===== config.mk =====
export PLATFORM = sky130hd
export DESIGN_NAME = load_store_unit_flat
export DESIGN_NICKNAME = d
export VERILOG_FILES = /design/src/rtl/load_store_unit_if.sv /design/src/rtl/load_store_unit.sv /design/src/flat_wrapper.sv
export SDC_FILE = /design/constraint.sdc
export NUM_CORES = 1
export LEC_CHECK = 0
export BUFFER_PORTS_ARGS = -buffer_cell sky130_fd_sc_hd__buf_2
export CAP_MARGIN = 25
export CORE_UTILIZATION = 51
export DETAILED_ROUTE_END_ITERATION = 10
export PLACE_DENSITY = 0.83
export SETUP_SLACK_MARGIN = 0.05
export SYNTH_ARGS = -nofsm -noshare
export SYNTH_HDL_FRONTEND = slang
export SYNTH_SLANG_ARGS = --single-unit

===== constraint.sdc =====
create_clock -name clk -period 3.1 [get_ports clk]
set_input_delay 0.31 -clock clk [delete_from_list [all_inputs] [get_ports clk]]
set_output_delay 0.31 -clock clk [all_outputs]
set_load 0.02 [all_outputs]

===== src/rtl/load_store_unit_if.sv =====
// Bundle of the pipeline request/response signals and the data-memory bus
// seen by the load/store unit.
//
// Handshake: the requester raises req_valid with all req_* fields stable
// and holds them until it observes busy low at a clock edge with req_valid
// high; that edge accepts the request. busy plays the role of an inverted
// ready and stays high from the cycle after acceptance through the
// resp_valid cycle. resp_valid is a single-cycle pulse with no back-pressure.
// mem_MemRead / mem_MemWrite are single-cycle strobes and the memory answers
// mem_Read_data combinationally in the same cycle.
interface load_store_unit_if;
    logic        req_valid;
    logic        req_write;
    logic [1:0]  req_size;
    logic        req_unsigned;
    logic [31:0] req_addr;
    logic [31:0] req_wdata;
    logic        busy;
    logic        resp_valid;
    logic [31:0] resp_rdata;
    logic        misaligned;
    logic [31:0] mem_Address;
    logic [31:0] mem_Write_data;
    logic        mem_MemRead;
    logic        mem_MemWrite;
    logic [31:0] mem_Read_data;

    // Load/store unit side
    modport slave (
        input  req_valid, req_write, req_size, req_unsigned, req_addr, req_wdata,
        input  mem_Read_data,
        output busy, resp_valid, resp_rdata, misaligned,
        output mem_Address, mem_Write_data, mem_MemRead, mem_MemWrite
    );

    // Pipeline plus data-memory side
    modport master (
        output req_valid, req_write, req_size, req_unsigned, req_addr, req_wdata,
        output mem_Read_data,
        input  busy, resp_valid, resp_rdata, misaligned,
        input  mem_Address, mem_Write_data, mem_MemRead, mem_MemWrite
    );
endinterface


===== src/rtl/load_store_unit.sv =====
// MEM-stage load/store unit: turns byte-addressed byte/halfword/word
// requests into word accesses on a combinational-read data memory,
// merging sub-word stores by read-modify-write and extending load data.
module load_store_unit #(
    parameter int MEM_SIZE_BIT = 8
) (
    input  logic             clk,
    input  logic             reset,
    load_store_unit_if.slave bus,
    output logic [1:0]       dbg_state
);

    typedef enum logic [1:0] {
        IDLE  = 2'd0,
        READ  = 2'd1,
        WRITE = 2'd2,
        RESP  = 2'd3
    } state_t;

    localparam logic [1:0] SIZE_BYTE = 2'b00;
    localparam logic [1:0] SIZE_HALF = 2'b01;
    localparam logic [1:0] SIZE_WORD = 2'b10;

    state_t                  state;
    logic                    r_write;
    logic [1:0]              r_size;
    logic                    r_unsigned;
    logic [1:0]              r_offset;
    logic [MEM_SIZE_BIT-1:0] r_index;
    logic [31:0]             r_wdata;
    logic [31:0]             read_word;

    logic                    rd_q;
    logic                    wr_q;
    logic                    resp_valid_q;
    logic                    misaligned_q;
    logic [31:0]             resp_rdata_q;
    logic [31:0]             addr_q;

    logic                    req_misaligned;
    logic [MEM_SIZE_BIT-1:0] req_index;
    logic [31:0]             merged_word;
    logic [31:0]             load_data;
    logic [7:0]              lane_byte;
    logic [15:0]             lane_half;

    // Address bits above the memory size are deliberately dropped (wrap).
    wire unused_addr_bits = &{1'b0, bus.req_addr[31:MEM_SIZE_BIT+2]};

    assign req_index = bus.req_addr[MEM_SIZE_BIT+1:2];

    // Alignment check on the live request, used only at acceptance.
    always_comb begin
        req_misaligned = 1'b0;
        case (bus.req_size)
            SIZE_BYTE: req_misaligned = 1'b0;
            SIZE_HALF: req_misaligned = bus.req_addr[0];
            SIZE_WORD: req_misaligned = (bus.req_addr[1:0] != 2'b00);
            default:   req_misaligned = 1'b1;
        endcase
    end

    // Word to write: the read word with the addressed lane replaced, or the
    // full store data for a word store.
    always_comb begin
        merged_word = read_word;
        case (r_size)
            SIZE_BYTE: merged_word[{r_offset, 3'b000} +: 8]     = r_wdata[7:0];
            SIZE_HALF: merged_word[{r_offset[1], 4'b0000} +: 16] = r_wdata[15:0];
            default:   merged_word = r_wdata;
        endcase
    end

    // Lane selection and sign/zero extension of the live memory word.
    always_comb begin
        lane_byte = bus.mem_Read_data[{r_offset, 3'b000} +: 8];
        lane_half = bus.mem_Read_data[{r_offset[1], 4'b0000} +: 16];
        case (r_size)
            SIZE_BYTE: load_data = {{24{~r_unsigned & lane_byte[7]}}, lane_byte};
            SIZE_HALF: load_data = {{16{~r_unsigned & lane_half[15]}}, lane_half};
            default:   load_data = bus.mem_Read_data;
        endcase
    end

    // Request FSM; all response and memory-strobe outputs are registered here.
    always_ff @(posedge clk) begin
        if (reset) begin
            state        <= IDLE;
            r_write      <= 1'b0;
            r_size       <= 2'b00;
            r_unsigned   <= 1'b0;
            r_offset     <= 2'b00;
            r_index      <= '0;
            r_wdata      <= '0;
            read_word    <= '0;
            rd_q         <= 1'b0;
            wr_q         <= 1'b0;
            resp_valid_q <= 1'b0;
            misaligned_q <= 1'b0;
            resp_rdata_q <= '0;
            addr_q       <= '0;
        end else begin
            rd_q         <= 1'b0;
            wr_q         <= 1'b0;
            resp_valid_q <= 1'b0;
            misaligned_q <= 1'b0;
            resp_rdata_q <= '0;
            addr_q       <= '0;
            case (state)
                IDLE: begin
                    if (bus.req_valid) begin
                        r_write    <= bus.req_write;
                        r_size     <= bus.req_size;
                        r_unsigned <= bus.req_unsigned;
                        r_offset   <= bus.req_addr[1:0];
                        r_index    <= req_index;
                        r_wdata    <= bus.req_wdata;
                        if (req_misaligned) begin
                            state        <= RESP;
                            resp_valid_q <= 1'b1;
                            misaligned_q <= 1'b1;
                        end else if (bus.req_write && bus.req_size == SIZE_WORD) begin
                            state  <= WRITE;
                            wr_q   <= 1'b1;
                            addr_q <= 32'(req_index);
                        end else begin
                            state  <= READ;
                            rd_q   <= 1'b1;
                            addr_q <= 32'(req_index);
                        end
                    end
                end
                READ: begin
                    read_word <= bus.mem_Read_data;
                    if (r_write) begin
                        state  <= WRITE;
                        wr_q   <= 1'b1;
                        addr_q <= 32'(r_index);
                    end else begin
                        state        <= RESP;
                        resp_valid_q <= 1'b1;
                        resp_rdata_q <= load_data;
                    end
                end
                WRITE: begin
                    state        <= RESP;
                    resp_valid_q <= 1'b1;
                end
                RESP: begin
                    state <= IDLE;
                end
                default: begin
                    state <= IDLE;
                end
            endcase
        end
    end

    assign bus.busy           = (state != IDLE);
    assign bus.resp_valid     = resp_valid_q;
    assign bus.resp_rdata     = resp_rdata_q;
    assign bus.misaligned     = misaligned_q;
    assign bus.mem_Address    = addr_q;
    // Strobes are gated by reset so a reset during WRITE never commits.
    assign bus.mem_MemRead    = rd_q & ~reset;
    assign bus.mem_MemWrite   = wr_q & ~reset;
    assign bus.mem_Write_data = wr_q ? merged_word : 32'h0;
    assign dbg_state          = state;

endmodule


===== src/flat_wrapper.sv =====
// flat-port wrapper written by rule: the top's interface ports become plain ports
module load_store_unit_flat 
#(
    parameter int MEM_SIZE_BIT = 8
)
  (clk, reset, dbg_state, bus_req_valid, bus_req_write, bus_req_size, bus_req_unsigned, bus_req_addr, bus_req_wdata, bus_mem_Read_data, bus_busy, bus_resp_valid, bus_resp_rdata, bus_misaligned, bus_mem_Address, bus_mem_Write_data, bus_mem_MemRead, bus_mem_MemWrite);
  load_store_unit_if bus_i ();
  input  logic clk;
  input  logic reset;
  output logic [1:0] dbg_state;
  input wire logic [$bits(bus_i.req_valid)-1:0] bus_req_valid;
  input wire logic [$bits(bus_i.req_write)-1:0] bus_req_write;
  input wire logic [$bits(bus_i.req_size)-1:0] bus_req_size;
  input wire logic [$bits(bus_i.req_unsigned)-1:0] bus_req_unsigned;
  input wire logic [$bits(bus_i.req_addr)-1:0] bus_req_addr;
  input wire logic [$bits(bus_i.req_wdata)-1:0] bus_req_wdata;
  input wire logic [$bits(bus_i.mem_Read_data)-1:0] bus_mem_Read_data;
  output wire logic [$bits(bus_i.busy)-1:0] bus_busy;
  output wire logic [$bits(bus_i.resp_valid)-1:0] bus_resp_valid;
  output wire logic [$bits(bus_i.resp_rdata)-1:0] bus_resp_rdata;
  output wire logic [$bits(bus_i.misaligned)-1:0] bus_misaligned;
  output wire logic [$bits(bus_i.mem_Address)-1:0] bus_mem_Address;
  output wire logic [$bits(bus_i.mem_Write_data)-1:0] bus_mem_Write_data;
  output wire logic [$bits(bus_i.mem_MemRead)-1:0] bus_mem_MemRead;
  output wire logic [$bits(bus_i.mem_MemWrite)-1:0] bus_mem_MemWrite;
  assign bus_i.req_valid = bus_req_valid;
  assign bus_i.req_write = bus_req_write;
  assign bus_i.req_size = bus_req_size;
  assign bus_i.req_unsigned = bus_req_unsigned;
  assign bus_i.req_addr = bus_req_addr;
  assign bus_i.req_wdata = bus_req_wdata;
  assign bus_i.mem_Read_data = bus_mem_Read_data;
  assign bus_busy = bus_i.busy;
  assign bus_resp_valid = bus_i.resp_valid;
  assign bus_resp_rdata = bus_i.resp_rdata;
  assign bus_misaligned = bus_i.misaligned;
  assign bus_mem_Address = bus_i.mem_Address;
  assign bus_mem_Write_data = bus_i.mem_Write_data;
  assign bus_mem_MemRead = bus_i.mem_MemRead;
  assign bus_mem_MemWrite = bus_i.mem_MemWrite;
  load_store_unit #(.MEM_SIZE_BIT(MEM_SIZE_BIT)) u_core (.clk(clk), .reset(reset), .bus(bus_i), .dbg_state(dbg_state));
endmodule

# Word-level counts from Yosys, hierarchy flattened
# Cells that the tools add are included.
[totals]
register_bits = 148
input_bits = 103
out_inout_bits = 103
elab_cells = 73
[classes]
n_addsub = 2
eq_ne = 7
shift = 6
mux = 25
bitwise = 9
n_reduce_logical = 10
[op_table]
columns = ["cell", "count"]
rows = [
  ["$pmux W32 S2", 3],
  ["$bwmux W32", 2],
  ["$mux W32", 2],
  ["$shift A16 B7 Y32 const A", 1],
  ["$shift A8 B7 Y32 const A", 1],
  ["$shiftx A16 B7 Y32", 1],
  ["$shiftx A32 B6 Y16", 1],
  ["$shiftx A32 B6 Y8", 1],
  ["$shiftx A8 B7 Y32", 1],
  ["$mux W8", 2],
  ["$neg A5 Y7", 2],
  ["$mux W1", 9],
  ["$pmux W2 S4", 1],
  ["$eq A2 B1 Y1 const B", 3],
  ["$eq A2 B2 Y1 const B", 3],
  ["$logic_not A2 Y1", 3],
  ["$mux W2", 3],
  ["$pmux W1 S3", 2],
  ["$not A1 Y1", 5],
  ["$and A1 B1 Y1", 4],
  ["$reduce_bool A2 Y1", 2],
  ["$reduce_or A4 Y1", 1],
  ["$reduce_or A3 Y1", 1],
  ["$ne A2 B2 Y1 const B", 1],
  ["other kinds (4)", 4],
]

# Logic depth before layout (Yosys ltp)
[depth]
ltp_word = 6
depth_mapped = 9
mapped_depth_nobuf = 6

# Worst setup path after synthesis
# Ideal clock, no wire load.
[synth_path]
path_type = "reg2out"
from = "register u_core.r_offset[1]"
to = "output bus_mem_Write_data[0]"
t_arrival_ns = 2.603
required_ns = 2.790
slack_ns = 0.187
stages_incl_launch_ff = 8
path_buffers = 2
cell_sequence = "dfxtp_1 buf_2 clkbuf_1 inv_1 ha_1 nor3_1 a221oi_1 a211oi_1"
[synth_between]
elab_chain_len = 5
word_cells_on_any_way = 10
classes_between = "2 x add/sub; 4 x shift; 4 x mux"
[synth_rtl]
columns = ["element", "line_no", "source"]
rows = [
  ["start: declaration", "load_store_unit.sv:28", "logic [1:0] r_offset;"],
  ["start signal: assignment", "load_store_unit.sv:115", "r_offset <= bus.req_addr[1:0];"],
  ["$neg A5 Y7 (on tied branches)", "load_store_unit.sv:69, load_store_unit.sv:68", ""],
  ["$shiftx A16 B7 Y32, or another cell as far along", "load_store_unit.sv:69", "SIZE_HALF: merged_word[{r_offset[1], 4'b0000} +: 16] = r_wdata[15:0];"],
  ["$bwmux W32 (on tied branches)", "load_store_unit.sv:69, load_store_unit.sv:68", ""],
  ["$pmux W32 S2 *", "load_store_unit.sv:67", "case (r_size)"],
  ["$mux W32 *", "load_store_unit.sv:167", "assign bus.mem_Write_data = wr_q ? merged_word : 32'h0;"],
  ["end: declaration", "flat_wrapper.sv:23", "output wire logic [$bits(bus_i.mem_Write_data)-1:0] bus_mem_Write_data;"],
]
# Every way passes the cells marked *; elsewhere a longest branch is shown, timed or not.

# Worst setup path in the final report
[layout_path]
from = "register u_core.r_offset[0]"
to = "output bus_mem_Write_data[31]"
[layout_between]
elab_chain_len = 5
word_cells_on_any_way = 6
classes_between = "1 x add/sub; 2 x shift; 3 x mux"
[layout_rtl]
columns = ["element", "line_no", "source"]
rows = [
  ["$neg A5 Y7 *", "load_store_unit.sv:68", "SIZE_BYTE: merged_word[{r_offset, 3'b000} +: 8] = r_wdata[7:0];"],
  ["$shiftx A8 B7 Y32 / $shift A8 B7 Y32 (equally long branches)", "load_store_unit.sv:68", ""],
  ["$bwmux W32 *", "load_store_unit.sv:68", ""],
  ["$pmux W32 S2 *", "load_store_unit.sv:67", ""],
  ["$mux W32 *", "load_store_unit.sv:167", ""],
]
# Marks and branches as above.

==> flow_metrics.tcl <==
set metrics [dict create \
    firstDrtPassIters 9 \
    synth_area_per_cell_sq_um 7.94 \
    grt_pass1_wl_microns 27200 \
    cp_max_fo 9 \
    cp_slowest_cell "dfxtp_1" \
    viasPerCell 5.75 \
    hold_class "input pin to flip-flop" \
    cp-start-kind "flip-flop" \
    ys_seq_area_frac 0.405 \
    chipWidth_microns 112 \
    initial_utilization 0.530 \
    core_sq_mm 0.0116 \
    grt_pass1_vias 5280 \
    drc 14 \
    cp_top_family "simple AND/OR/NAND/NOR gates" \
    synth_cell_types 43 \
    pwr_density_cell_mw_per_mm2 794 \
    vias 6054 \
    grt.total_usage 0.282 \
    fillers 993 \
    finalHoldViolations 0 \
    maxCapViolCount 0 \
    io_pins 206 \
    wl_per_cell_microns 16.9 \
    clock_sinks 124 \
    holdBufCountCts 0 \
    synthToLayoutAreaGrowth_pct 21.5 \
    numCtsBuffers 17 \
    die-area_sq_mm 0.0125 \
    period_minus_slack_ns 2.96 \
    drt_iter0_markers 665 \
    setup_slack_ns 0.137 \
    route.antenna.remaining_nets 0 \
    fmax_mhz 338 \
    outcome "finished, violations left" \
    die_h_microns 112 \
    tightest_slew_ns 0.887 \
    clock_path_buffers 2 \
    timing.final.crit_share 0.956 \
    gp_congestion 0.890 \
    leakagePower_nw 3.20 \
    tns_ns 0 \
    p_total_mw 5.91 \
    ctsRootBufferMaster "clkbuf_16" \
    antennaDiodeCount 0 \
    grt_max_degree 87 \
    dp_hpwl_microns 12300 \
    finalSetupViolations 0 \
    pre_cts_slack_ns 0.658 \
    crit_type "flip-flop to output pin" \
    cpPeakStageDelay_ns 0.53 \
    layout.nets 1009 \
    cts_tree "done" \
    htree_levels 4 \
    post_cts_buffers 0 \
    holdWs_ns 0.132 \
    violations "design-rule violations" \
    required_ns 2.79 \
    path_cells "inv_1 -> ha_1 -> nor2_1 -> and4b_1 -> a21oi_1 -> o21ai_0 -> buf_2" \
    synthCells 771 \
    ys.warnings.count 0 \
    antenna_found_initial 0 \
    drive_gt1_frac 0.247 \
    ir_drop_uv 445 \
    overflow 0 \
    numPortBuffers 159 \
    insertion_delay_ns 0.42 \
    ctsResizeCount 0 \
    fin_skew_ns 0.00555 \
    cts.clk_slew.worst_paths_ns 0.06 \
    arrival_ns 2.65 \
    rsz0062_at_grt "false" \
    endpoint_kind "output pin" \
    ys_ff_latch 124 \
    slew_headroom 0.409 \
    syn-cell-area_sq_mm 0.00612 \
    critical_path_buf_inv_count 2 \
    finalMaxSlewViolations 0 \
    wirelength_microns 17800 \
    core.rowCount 39 \
]
==> routing by layer <==
metal	part of all wire	routed length, microns	GRT usage
met1	0.41	7380	0.372
met2	0.46	8120	0.437
met3	0.10	1840	0.0691
met4	0.027	482	0.129
met5	0	0	0
==> state kept, by name, summed over array words and instances (netlist names) <==
| register | count |
|---|---|
| u_core.r_index | 8 |
| u_core.r_wdata | 32 |
| u_core.bus.misaligned | 1 |
| u_core.read_word | 32 |
| u_core.r_offset | 2 |
| u_core.r_unsigned | 1 |
| u_core.wr_q | 1 |
| u_core.bus.resp_valid | 1 |
| u_core.r_write | 1 |
| u_core.dbg_state | 2 |
| u_core.bus.resp_rdata | 32 |
| u_core.bus.mem_Address | 8 |
| u_core.r_size | 2 |
| u_core.rd_q | 1 |
==> power breakdown <==
group | internal [mW] | total, mW | switching [mW]
clock | 1.26 | 2.01 | 0.748
combinational | 0.660 | 1.73 | 1.07
sequential | 1.88 | 2.17 | 0.283
total | 3.81 | 5.91 | 2.10
==> worst paths after layout <==
path | start | cells past startpoint | slack, ns | end
worst max-delay path | u_core.r_offset[0] | 7 | 0.14 | bus_mem_Write_data[31]
worst min-delay path | bus_req_wdata[4] | 3 | 0.13 | u_core.r_wdata[4]
worst max register to register | u_core.r_size[0] | 5 | 1.03 | u_core.bus.resp_rdata[3]
worst min register to register | u_core.r_index[0] | 2 | 0.45 | u_core.r_index[0]
==> layout by cell type (no fill, tap or decap), types with 3 or more instances in the layout <==
cell / count
a211oi_1: 8
a21oi_1: 79
a221oi_1: 8
a222oi_1: 7
a32oi_1: 11
buf_2: 159
buf_4: 16
bufinv_16: 3
clkbuf_16: 17
clkinv_2: 4
clkinv_4: 3
conb_1: 24
dfxtp_1: 123
ha_1: 8
inv_1: 10
mux2_2: 8
mux2i_1: 48
nand2_1: 137
nand3_1: 8
nor2_1: 75
nor2b_1: 30
nor3_1: 6
o21ai_0: 49
o22ai_1: 15
o2bb2ai_1: 8
o31ai_1: 15
or2_2: 5
==> cell type report <==
type	count	area, sq um	area share
clock buffers	18	429	0.0577
well taps	143	179	0.0240
repair buffers	175	916	0.123
flip-flops and latches	124	2480	0.334
multi-input cells	569	3230	0.434
inverters	10	37.5	0.00504
clock inverters	14	169	0.0227
==> logic make-up after synthesis <==
logic type / after synthesis / synth area share
buffers and inverters: 101 / 0.0821
other: 1 / 0.000612
flip-flops: 124 / 0.405
AO/OA/AOI/OAI: 206 / 0.205
AND/OR/NAND/NOR: 273 / 0.192
multiplexers: 57 / 0.0968
adder cells (fa/ha/maj): 9 / 0.0184
==> synth_stat cells, drive strengths merged <==
library cell  number  area, sq um
a32oi             11         96.3
o2bb2ai            8         70.1
and2               2         12.5
nand2            137          514
a222oi             7         70.1
mux2i             48          480
a211oi             8         60.1
a21oi             79          395
a31oi              1         6.26
conb               1         3.75
o31ai             15          113
nand3              9         50.1
dfxtp            124         2480
buf               46          295
clkbuf            45          170
or2                6         37.5
nor2b             30          188
nand3b             1         7.51
inv               10         37.5
a221oi             8         70.1
o21bai             1         7.51
ha                 9          113
o211ai             1         7.51
nor2              76          288
nand4              1         6.26
a41oi              1         8.76
o22ai             15         93.8
o21ai             50          250
nor3               6         30.0
nand2b             2         12.5
mux2               8         90.1
and4b              1         10.0
and4               2         17.5
o21a               1         7.51
mux4               1         22.5
==> metrics by stage <==
| step | utilization | std cells | cell area, sq um |
|---|---|---|---|
| 2_1_floorplan | - | 794 | 6210 |
| 3_3_place_gp | 0.592 | 1021 | 6850 |
| 3_5_place_dp | 0.592 | 1021 | 6850 |
| 4_1_cts | 0.644 | 1053 | 7440 |
| 5_1_grt | 0.644 | 1053 | 7440 |
| 6_report | 0.644 | 1053 | 7440 |
==> tightest hold or removal path: cells and delay by family <==
| kind | cells | cell delay (ns) |
|---|---|---|
| and+or+nand+nor | 1 | 0.04 |
| AOI/OAI and AO/OA | 1 | 0.05 |
| buffers and inverters | 1 | 0.09 |
Power figures use the tool's default switching activity.
